==> src/rtl/pla_x7dn_result_fifo.sv <==
// x7dn PLA result stage: handshake capture, FWFT FIFO,
// optional back-to-back dedup and saturating debug counters.
module pla_x7dn_result_fifo #(
  parameter int DEPTH = 4,
  parameter int WIDTH = 15,
  parameter int DEDUP = 1,
  parameter int CNT_W = 8
) (
  input  logic                       clk,
  input  logic                       rst_n,
  input  logic [WIDTH-1:0]           z_in,
  input  logic                       in_valid,
  output logic                       in_ready,
  input  logic                       flush,
  output logic [WIDTH-1:0]           out_data,
  output logic                       out_valid,
  input  logic                       out_ready,
  output logic [$clog2(DEPTH+1)-1:0] level,
  output logic [CNT_W-1:0]           push_cnt,
  output logic [CNT_W-1:0]           dup_cnt
);

  localparam int AW = $clog2(DEPTH);
  localparam int LW = $clog2(DEPTH+1);
  localparam logic [LW-1:0] L_FULL = LW'(DEPTH);

  logic [WIDTH-1:0] r_mem [DEPTH];
  logic [AW:0]      r_wr_ptr;
  logic [AW:0]      r_rd_ptr;
  logic [LW-1:0]    r_level;
  logic [CNT_W-1:0] r_push_cnt;
  logic [CNT_W-1:0] r_dup_cnt;
  logic             r_last_valid;
  logic [WIDTH-1:0] r_last_value;

  logic w_full;
  logic w_empty;
  logic w_accept;
  logic w_dup;
  logic w_write;
  logic w_pop;

  assign w_full   = (r_level == L_FULL);
  assign w_empty  = (r_level == '0);
  assign w_accept = in_valid & ~w_full;
  assign w_dup    = (DEDUP != 0) & r_last_valid
                  & (z_in == r_last_value);
  assign w_write  = w_accept & ~w_dup & ~flush;
  assign w_pop    = ~w_empty & out_ready & ~flush;

  assign in_ready  = ~w_full;
  assign out_valid = ~w_empty;
  assign out_data  = w_empty ? '0
                   : r_mem[r_rd_ptr[AW-1:0]];
  assign level     = r_level;
  assign push_cnt  = r_push_cnt;
  assign dup_cnt   = r_dup_cnt;

  // Storage is intentionally left unreset.
  always_ff @(posedge clk) begin
    if (w_write) begin
      r_mem[r_wr_ptr[AW-1:0]] <= z_in;
    end
  end

  always_ff @(posedge clk or negedge rst_n) begin
    if (!rst_n) begin
      r_wr_ptr <= '0;
      r_rd_ptr <= '0;
      r_level  <= '0;
    end else if (flush) begin
      r_wr_ptr <= '0;
      r_rd_ptr <= '0;
      r_level  <= '0;
    end else begin
      if (w_write) begin
        r_wr_ptr <= r_wr_ptr + 1'b1;
      end
      if (w_pop) begin
        r_rd_ptr <= r_rd_ptr + 1'b1;
      end
      if (w_write & ~w_pop) begin
        r_level <= r_level + 1'b1;
      end else if (w_pop & ~w_write) begin
        r_level <= r_level - 1'b1;
      end
    end
  end

  always_ff @(posedge clk or negedge rst_n) begin
    if (!rst_n) begin
      r_last_valid <= 1'b0;
      r_last_value <= '0;
    end else if (flush) begin
      r_last_valid <= 1'b0;
    end else if (w_accept) begin
      r_last_valid <= 1'b1;
      r_last_value <= z_in;
    end
  end

  // Counters survive flush; only reset clears them.
  always_ff @(posedge clk or negedge rst_n) begin
    if (!rst_n) begin
      r_push_cnt <= '0;
      r_dup_cnt  <= '0;
    end else if (!flush && w_accept) begin
      if (w_dup) begin
        if (r_dup_cnt != '1) begin
          r_dup_cnt <= r_dup_cnt + 1'b1;
        end
      end else if (r_push_cnt != '1) begin
        r_push_cnt <= r_push_cnt + 1'b1;
      end
    end
  end

endmodule

==> config.mk <==
export PLATFORM = sky130hd
export DESIGN_NAME = pla_x7dn_result_fifo
export DESIGN_NICKNAME = d
export VERILOG_FILES = /design/src/rtl/pla_x7dn_result_fifo.sv
export SDC_FILE = /design/constraint.sdc
export NUM_CORES = 1
export LEC_CHECK = 0
export ABC_CLOCK_PERIOD_IN_PS = 3000
export BUFFER_PORTS_ARGS = -buffer_cell sky130_fd_sc_hd__buf_2
export CORE_MARGIN = 4
export CORE_UTILIZATION = 54
export CTS_CLUSTER_DIAMETER = 60
export DETAILED_ROUTE_END_ITERATION = 8
export PLACE_DENSITY_LB_ADDON = 0.1
export SETUP_SLACK_MARGIN = 0.5
export SLEW_MARGIN = 0
export SYNTH_ARGS = -nofsm -noshare
export SYNTH_HDL_FRONTEND = slang
export SYNTH_SLANG_ARGS = --single-unit
==> constraint.sdc <==
create_clock -name clk -period 3 [get_ports clk]
set_input_delay 0.3 -clock clk [delete_from_list [all_inputs] [get_ports clk]]
set_output_delay 0.3 -clock clk [all_outputs]
set_load 0.02 [all_outputs]
==> flow_summary.yaml, run 1 <==
run_status:
  status: "completed"
synth:
  synth_area_mm2: 0.00430
  synth-seq-cells: 99
  synthDistinctLibCells: 36
  synth.yosys.seq_area_share_pct: 64.6
  syn-num-nets: 296
  netlist_top_cells_count: "edfxtp_1, dfrtp_1, xnor2_1"
  yosysTopAreaCellShare_pct: 41.9
  synth.area.top_cells: "edfxtp_1, dfrtp_1, mux4_2"
  avgSynthCellArea_um2: 16.0
  synth_most_common_cell: "edfxtp_1"
  netlist_instances: 269
  ys.warnings.count: 0
  synth-edff-count: 60
  yosys.area.top_type: "edfxtp_1"
  synth-async-reset-ratio_pct: 39.4
  synth-main-ff-cell: "edfxtp_1"
route:
  drt_iter0_markers: 55
  met1_length_um: 3360
  num_vias: 2374
  wirelength_um: 7750
  firstDrtPassIters: 4
  wl_per_cell_um: 17.5
  routed.top_layer: "met4"
  drc: 0
  met2_length_um: 4010
  ant_nets: 0
  vias_per_cell: 5.37
  wl_met3_um: 264
cells_and_area:
  drive_gt1_share_pct: 36.8
  antenna_cells: 0
  areaGrowthSynthToFinish_pct: 14.5
  final_core_util_pct: 63.7
  final_nets: 362
  final_area_mm2: 0.00492
sta:
  rsz0062_at_grt: "true"
  fin_ws_ps: 611
  maxSlewViolCount: 0
  hold_viol: 0
  worst_pin_slew_ps: 884
  setup_violations: 0
  fin_hold_ws_ps: 73.7
  finalCritPeriodShare_pct: 79.6
  max-slew-margin-rel_pct: 41.1
  fin_crit_ps: 2390
  tns_ps: 0
  max_freq_ghz: 0.419
  clock_skew_ps: 7.40
pwr:
  p_leak_nw: 1.92
  peakVddDrop_v: 0.000415
  powerDensity_mw_per_mm2: 795
critical_path:
  worstPathCellList: "xnor2_1 -> nand4_1 -> nor4_4 -> nor4_1 -> fa_1 -> and3_1 -> mux2i_1 -> mux2_2"
  cpPeakStageDelay_ps: 400
  rrSetupSlack_ps: 610
  cp_slowest_cell: "dfrtp_1"
  rr_worst_depth: 8
  end_kind: "register"
  cp_max_fo: 2
  r2r-start: "r_last_value[7]"
  required_ps: 3240
  r2r_end: "level[2]"
  crit_family: "simple AND/OR/NAND/NOR gates"
  worstPathArrival_ps: 2630
  crit_path_start_kind: "register"
  crit_buf_inv: 0
  critPathKind: "reg2reg"
global_routing:
  track_usage_pct: 17.8
  grt_pass1_wl_um: 13100
  grt_pass1_vias: 2537
  grt_max_degree: 40
  grt_overflow: 0
  antenna_found_initial: 0
place:
  place_ws_ps: 387
  placed_area_mm2: 0.00474
  port_buffers: 55
  place.gp.congestion: 0.772
  place_hpwl_um: 5480
floorplanning:
  dieArea_mm2: 0.00946
  rows: 32
  fp.dieH_um: 97.2
  die_w_um: 97.2
  ios: 56
  initial_utilization_pct: 55.7
  core_mm2: 0.00773
clock_tree:
  cts_buffer_depth: 2
  cts_tree: "yes"
  htreeDepth: 3
  ctsRootBufferMaster: "clkbuf_8"
  clkSinkCount: 99
  clk-insertion-delay-late_ps: 350
  cts_buffers: 9
  clkTransAtPathRegs_ps: 90
flow_run:
  maxCapViolCount: 0
worst_hold_path:
  hold_path_class: "in2async"
## sequential cells by signal, summed over array words and instances (netlist names)
register / flops
push_cnt: 8
r_last_value: 15
dup_cnt: 8
r_mem: 60
r_wr_ptr: 2
level: 3
r_rd_ptr: 2
r_last_valid: 1
## cells by family after synthesis
| kind of cell | share of synthesized area (%) |
|---|---|
| adder cells (fa/ha/maj) | 2.21 |
| buffers and inverters | 1.75 |
| multiplexers | 13.8 |
| AO/OA/AOI/OAI | 0.873 |
| AND/OR/NAND/NOR | 10.0 |
| flip-flops | 64.6 |
| XOR/XNOR | 6.69 |
## how the worst max path moves through the flow
stage                     cells past startpoint  endpoint  slack, ps        startpoint
final                                         8  level[2]        610   r_last_value[7]
after global routing                          8  level[2]        460   r_last_value[6]
after CTS                                     8  level[2]        490  r_last_value[12]
after detailed placement                      9  level[2]        390           z_in[7]
after global placement                        9  level[2]        440           z_in[7]
after floorplan                               9  level[2]        610          level[0]
## layout by cell type, fill, tap and decap left out, types with 2 or more instances in the layout
| cell type | instances |
|---|---|
| buf_2 | 55 |
| clkinv_2 | 3 |
| buf_4 | 9 |
| edfxtp_1 | 60 |
| nand3_1 | 4 |
| and2_1 | 21 |
| o21ai_0 | 2 |
| xor2_1 | 4 |
| clkbuf_8 | 9 |
| dfrtp_1 | 38 |
| and3_1 | 3 |
| or4b_1 | 2 |
| inv_1 | 4 |
| buf_12 | 2 |
| a21oi_1 | 2 |
| nor2_1 | 10 |
| clkinvlp_4 | 2 |
| mux4_2 | 15 |
| ha_1 | 6 |
| nand4_1 | 11 |
| xnor2_1 | 27 |
| nand2_1 | 10 |
| mux2_2 | 22 |
## through the flow
stage	std cells	power, W
floorplan	269	0.00279
global placement	425	0.00321
detailed placement	425	0.00324
CTS	442	0.00398
global route	442	0.00416
finish	442	0.00392
## routing by layer
layer / vias to the layer above / GRT usage, %
met5: - / 0
met4: 0 / 6.07
met3: 12 / 3.59
met2: 49 / 30.4
met1: 1192 / 22.8
li1: 1121 / -
## final cells by class
type | instances | area, um2
repair buffers | 66 | 383
inverters | 4 | 15.0
clock buffers | 9 | 124
well taps | 102 | 128
flip-flops and latches | 99 | 2780
fillers | 602 | 2800
clock inverters | 7 | 42.5
multi-input cells | 155 | 1450
## report_power, final
group / leakage, nW / switching (W) / internal [W] / total, W
registers: 1.04 / 0.000186 / 0.00165 / 0.00183
logic: 0.799 / 0.000708 / 0.000642 / 0.00135
clock network: 0.0828 / 0.000440 / 0.000297 / 0.000737
## timing repair
action | CTS | global route
pin swaps | 1 | 1
gates resized for setup | 1 | 1
hold buffers | 0 | 0
buffers inserted | 1 | 0
gates cloned | 0 | 0
endpoints found under the setup margin | 1 | 11
No activity file was read; power rests on OpenSTA's default activity.
==> inputs of run 2 (changes only) <==
--- a/config.mk
+++ b/config.mk
@@ -5,7 +5,8 @@
 export SDC_FILE = /design/constraint.sdc
 export NUM_CORES = 1
 export LEC_CHECK = 0
-export ABC_CLOCK_PERIOD_IN_PS = 3000
+export ABC_AREA = 1
+export ABC_CLOCK_PERIOD_IN_PS = 2400
 export BUFFER_PORTS_ARGS = -buffer_cell sky130_fd_sc_hd__buf_2
 export CORE_MARGIN = 4
 export CORE_UTILIZATION = 54
==> constraint.sdc (replaced) <==
create_clock -name clk -period 2.4 [get_ports clk]
set_input_delay 0.24 -clock clk [delete_from_list [all_inputs] [get_ports clk]]
set_output_delay 0.24 -clock clk [all_outputs]
set_load 0.02 [all_outputs]
==> flow_summary.yaml, run 2 <==
route:
  met2_length_um: 5320
  ant_nets: 0
  met1_length_um: 4060
  num_vias: 3453
  wl_per_cell_um: 15.0
  drc: 0
  wirelength_um: 10100
  drt_iter0_markers: 115
  firstDrtPassIters: 4
  vias_per_cell: 5.13
  wl_met3_um: 535
  routed.top_layer: "met4"
floorplanning:
  core_mm2: 0.00830
  ios: 56
  dieArea_mm2: 0.0102
  die_w_um: 101
  fp.dieH_um: 101
  rows: 33
  initial_utilization_pct: 56.1
synth:
  synth.area.mux_share_pct: 0
  netlist_top_cells_count: "nand2_1, nor2_1, edfxtp_1"
  synth_area_mm2: 0.00466
  netlist_instances: 479
  synth_most_common_cell: "nand2_1"
  synth-compound-area-share_pct: 8.54
  synth_xor_area_share_pct: 2.63
  yosys.area_share.simple_pct: 20.9
  synth.yosys.seq_area_share_pct: 59.6
  synth.area.top_cells: "edfxtp_1, dfrtp_1, nand2_1"
  avgSynthCellArea_um2: 9.73
  syn-num-nets: 506
  synth-main-ff-cell: "edfxtp_1"
  synth-async-reset-ratio_pct: 39.4
  synth-edff-count: 60
  synthDistinctLibCells: 32
  ys.warnings.count: 0
  synth-seq-cells: 99
  yosys.area_share.adder_pct: 2.04
  yosysTopAreaCellShare_pct: 38.7
  synth_top_family_by_area: "simple AND/OR/NAND/NOR gates"
  yosys.area.top_type: "edfxtp_1"
critical_path:
  r2r-start: "r_last_value[6]"
  setup.worst_path.end: "out_data[14]"
  worstPathArrival_ps: 1720
  required_ps: 2160
  cp_max_fo: 8
  critPathKind: "reg2out"
  r2r_end: "level[2]"
  rr_worst_depth: 16
  rrSetupSlack_ps: 490
  startpoint: "r_rd_ptr[0]"
  crit_path_start_kind: "register"
  end_kind: "primary output"
run_status:
  status: "finished, violations left"
  violations: "negative hold slack"
pwr:
  combPwrFrac_pct: 38.7
  p_switching_w: 0.00203
  p_seq_share_pct: 41.7
  power.internal_w: 0.00334
  peakVddDrop_v: 0.000508
  switching_share_pct: 37.8
  p_clk_share_pct: 19.7
  powerDensity_mw_per_mm2: 941
  p_leak_nw: 2.52
sta:
  rsz0062_at_grt: "true"
  tns_ps: 0
  worst_pin_slew_ps: 894
  max_freq_ghz: 0.510
  hold_viol: 5
  fin_crit_ps: 1960
  setup_violations: 0
  fin_hold_ws_ps: -8.21
  max-slew-margin-rel_pct: 40.4
  maxSlewViolCount: 0
  clock_skew_ps: 9.89
  finalCritPeriodShare_pct: 81.6
cells_and_area:
  layout_commonest_cell: "nand2_1"
  areaGrowthSynthToFinish_pct: 22.5
  fillCellCount: 658
  drive_gt1_share_pct: 28.0
  stdcell_count: 673
  mostFrequentLayoutCells: "nand2_1, edfxtp_1, nor2_1"
  final_nets: 590
  largest_reg_flops: 60
  antenna_cells: 0
place:
  place_hpwl_um: 6210
  place.gp.congestion: 0.796
  port_buffers: 55
  dp.cells: 633
clock_tree:
  clkSinkCount: 99
  htreeDepth: 3
  cts_buffer_depth: 2
  clkTransAtPathRegs_ps: 90
  clk-insertion-delay-late_ps: 370
  cts_tree: "yes"
  cts_buffers: 9
  ctsRootBufferMaster: "clkbuf_8"
global_routing:
  antenna_found_initial: 0
  grt_overflow: 0
  grt_max_degree: 40
  grt_pass1_wl_um: 15800
  track_usage_pct: 20.1
  grt_pass1_vias: 3313
worst_hold_path:
  hold_path_class: "in2async"
flow_run:
  maxCapViolCount: 0
-- run 2: power by group through the flow --
stage	combinational [W]	sequential [W]	clock [W]
detailed placement	0.00176	0.00225	0
CTS	0.00184	0.00221	0.00107
floorplan	0.00116	0.00228	0
global placement	0.00172	0.00224	0
finish	0.00208	0.00224	0.00106
global route	0.00230	0.00227	0.00115
-- run 2: area by class of cell --
type	count	area [um2]	area share (%)
Tap cell	105	131	2.30
Multi-Input combinational cell	309	1710	30.0
Clock inverter	6	63.8	1.12
Timing Repair Buffer	88	664	11.6
Inverter	56	223	3.90
Clock buffer	10	128	2.24
Sequential cell	99	2790	48.8
-- run 2: per-layer routing --
layer	up-vias	GRT usage [%]
li1	1720	-
met1	1630	25.0
met2	91	35.2
met3	12	3.60
met4	0	6.95
met5	-	0
-- run 2: stage by stage --
step	utilization [%]	total power, W	instance area (um2)	setup WS [ps]
6_report	68.8	0.00537	5710	440
2_1_floorplan	-	0.00344	4690	500
4_1_cts	64.8	0.00513	5380	434
3_3_place_gp	61.4	0.00396	5090	334
3_5_place_dp	61.4	0.00401	5090	248
5_1_grt	68.8	0.00573	5710	282
-- run 2: what timing repair did --
action,CTS,global route
gates cloned,0,4
buffers inserted,8,12
hold buffers,0,0
pin swaps,9,33
endpoints found under the setup margin,18,20
gates resized for setup,8,64
-- run 2: how the worst min path moves through the flow --
stage | slack (ps) | to
3_3_place_gp | 420 | push_cnt[0]
6_report | -8 | push_cnt[5]
2_1_floorplan | -60 | dup_cnt[0]
5_1_grt | 70 | push_cnt[0]
4_1_cts | 20 | dup_cnt[2]
3_5_place_dp | 420 | push_cnt[0]
-- run 2: cell families (layout without fill, tap and decap cells) --
logic type / after synthesis / in the layout
AOI/OAI and AO/OA: 75 / 75
xor gates and xnor gates: 14 / 14
adders and majority gates: 7 / 7
buffers and inverters: 71 / 160
DFF: 99 / 99
and+or+nand+nor: 213 / 213
-- run 2: worst max-delay path, cell delays in order (launching register included) --
cell and delay [ps]:
dfrtp_4 600, buf_4 180, buf_6 110, nor2_1 110, nor2_1 50, o21ai_1 70
a21oi_1 70, buf_4 160
==> inputs of run 3 (changes only) <==
--- a/config.mk
+++ b/config.mk
@@ -5,8 +5,8 @@
 export SDC_FILE = /design/constraint.sdc
 export NUM_CORES = 1
 export LEC_CHECK = 0
-export ABC_AREA = 1
-export ABC_CLOCK_PERIOD_IN_PS = 2400
+export ABC_AREA = 0
+export ABC_CLOCK_PERIOD_IN_PS = 1900
 export BUFFER_PORTS_ARGS = -buffer_cell sky130_fd_sc_hd__buf_2
 export CORE_MARGIN = 4
 export CORE_UTILIZATION = 54
==> constraint.sdc (replaced) <==
create_clock -name clk -period 1.9 [get_ports clk]
set_input_delay 0.19 -clock clk [delete_from_list [all_inputs] [get_ports clk]]
set_output_delay 0.19 -clock clk [all_outputs]
set_load 0.02 [all_outputs]
==> flow_summary.yaml, run 3 (synthesis results as in run 1) <==
run_status:
  status: "finished, violations left"
  violations: "negative setup slack"
pwr:
  peakVddDrop_v: 0.000729
  power.internal_w: 0.00510
  p_clk_share_pct: 16.2
  p_seq_share_pct: 37.4
  p_switching_w: 0.00252
  combPwrFrac_pct: 46.4
  powerDensity_mw_per_mm2: 1330
  p_leak_nw: 2.36
  switching_share_pct: 33.0
sta:
  max_freq_ghz: 0.438
  worst_pin_slew_ps: 729
  finalCritPeriodShare_pct: 120
  max-slew-margin-rel_pct: 51.4
  maxSlewViolCount: 0
  setup_violations: 94
  tns_ps: -12990
  fin_crit_ps: 2280
  hold_viol: 0
  fin_ws_ps: -382
  rsz0062_at_grt: "true"
  clock_skew_ps: 13.2
floorplanning:
  fp.dieH_um: 97.2
  ios: 56
  dieArea_mm2: 0.00946
  core_mm2: 0.00773
  die_w_um: 97.2
  rows: 32
  initial_utilization_pct: 55.7
cells_and_area:
  final_nets: 408
  largest_reg_flops: 60
  multi_input_area_mm2: 0.00170
  fillCellCount: 505
  stdcell_count: 488
  layout_commonest_cell: "edfxtp_1"
  areaGrowthSynthToFinish_pct: 33.6
  antenna_cells: 0
  regArea_mm2: 0.00278
  mostFrequentLayoutCells: "edfxtp_1, buf_2, dfrtp_1"
  drive_gt1_share_pct: 54.9
route:
  num_vias: 2653
  wl_per_cell_um: 19.4
  ant_nets: 0
  vias_per_cell: 5.44
  firstDrtPassIters: 4
  drt_iter0_markers: 127
  drc: 0
  wirelength_um: 9450
critical_path:
  crit_buf_inv: 0
  cp.depth: 8
  worstPathCellList: "xnor2_1 -> nand4_1 -> nor4_4 -> nor4_2 -> fa_2 -> and3_1 -> mux2i_1 -> mux2_2"
  worstPathArrival_ps: 2540
  crit_family: "simple AND/OR/NAND/NOR gates"
  crit_path_start_kind: "register"
  cp_slowest_cell: "dfrtp_1"
  end_kind: "register"
  cpPeakStageDelay_ps: 400
  required_ps: 2160
  rr_worst_depth: 8
  critPathKind: "reg2reg"
  cp_max_fo: 2
clock_tree:
  clkTransAtPathRegs_ps: 100
  ctsRootBufferMaster: "clkbuf_8"
  clkSinkCount: 99
  cts_buffers: 9
  clk-insertion-delay-late_ps: 370
  cts_tree: "yes"
  cts_buffer_depth: 2
  htreeDepth: 3
place:
  place.gp.congestion: 0.767
  dp.cells: 447
  port_buffers: 55
  place_hpwl_um: 5590
global_routing:
  grt_overflow: 0
  grt_pass1_wl_um: 15100
  grt_max_degree: 31
  track_usage_pct: 20.8
  antenna_found_initial: 0
  grt_pass1_vias: 2860
worst_hold_path:
  hold_path_class: "in2reg"
  min_path_cells: 1
flow_run:
  maxCapViolCount: 0
[run 3: routing by layer]
metal  part of all wire, %  global-route usage [%]  wire [um]
met1                    41                    25.8       3880
met2                    53                    36.1       4970
met3                   3.2                    3.88        303
met4                   3.1                    8.52        295
met5                     0                       0          0
[run 3: worst register-to-register path, stage by stage, from the launching register on]
cell and delay [ps]:
dfrtp_1 400, xnor2_1 180, nand4_1 170, nor4_4 370, nor4_2 80, fa_2 340
and3_1 170, mux2i_1 140, mux2_2 350
[run 3: final timing paths]
check,slack (ps),from,end
min,80,z_in[4],r_mem[0][4]
min reg2reg,490,dup_cnt[4],dup_cnt[4]
max,-380,r_last_value[14],level[2]
max in group asynchronous,850,rst_n,push_cnt[7]
max reg2reg,-380,r_last_value[14],level[2]
min in group asynchronous,420,rst_n,r_last_value[3]
[run 3: layout make-up]
type                       count  share of cell area (%)
tap                          102                    2.22
inverter                       4                   0.261
sequential                    99                    48.4
clock buffer                   9                    2.16
timing repair buffer         108                    16.4
multi-input combinational    159                    29.6
clock inverter                 7                   0.936
[run 3: power groups by stage]
stage	registers, W	logic (W)	clock network [W]
2_1_floorplan	0.00292	0.00176	0
3_3_place_gp	0.00287	0.00247	0
3_5_place_dp	0.00289	0.00251	0
4_1_cts	0.00285	0.00314	0.00125
5_1_grt	0.00289	0.00375	0.00137
6_report	0.00285	0.00353	0.00124
[run 3: repair_timing]
action | in CTS | in global routing
setup buffers | 11 | 7
gates resized for setup | 68 | 28
pin swaps | 19 | 16
cloned | 6 | 0
hold endpoints to repair | 29 | 0
endpoints found under the setup margin | 115 | 116
hold buffers | 1 | 0
[run 3: through the flow]
| stage | util, % | instance area [um2] | power [W] | setup slack, ps | hold slack, ps |
|---|---|---|---|---|---|
| 2_1_floorplan | - | 4420 | 0.00469 | -368 | -106 |
| 3_3_place_gp | 64.4 | 4980 | 0.00535 | -400 | 283 |
| 3_5_place_dp | 64.4 | 4980 | 0.00540 | -438 | 277 |
| 4_1_cts | 72.0 | 5570 | 0.00724 | -374 | 72.8 |
| 5_1_grt | 74.4 | 5750 | 0.00801 | -446 | 65.0 |
| 6_report | 74.4 | 5750 | 0.00762 | -382 | 84.1 |
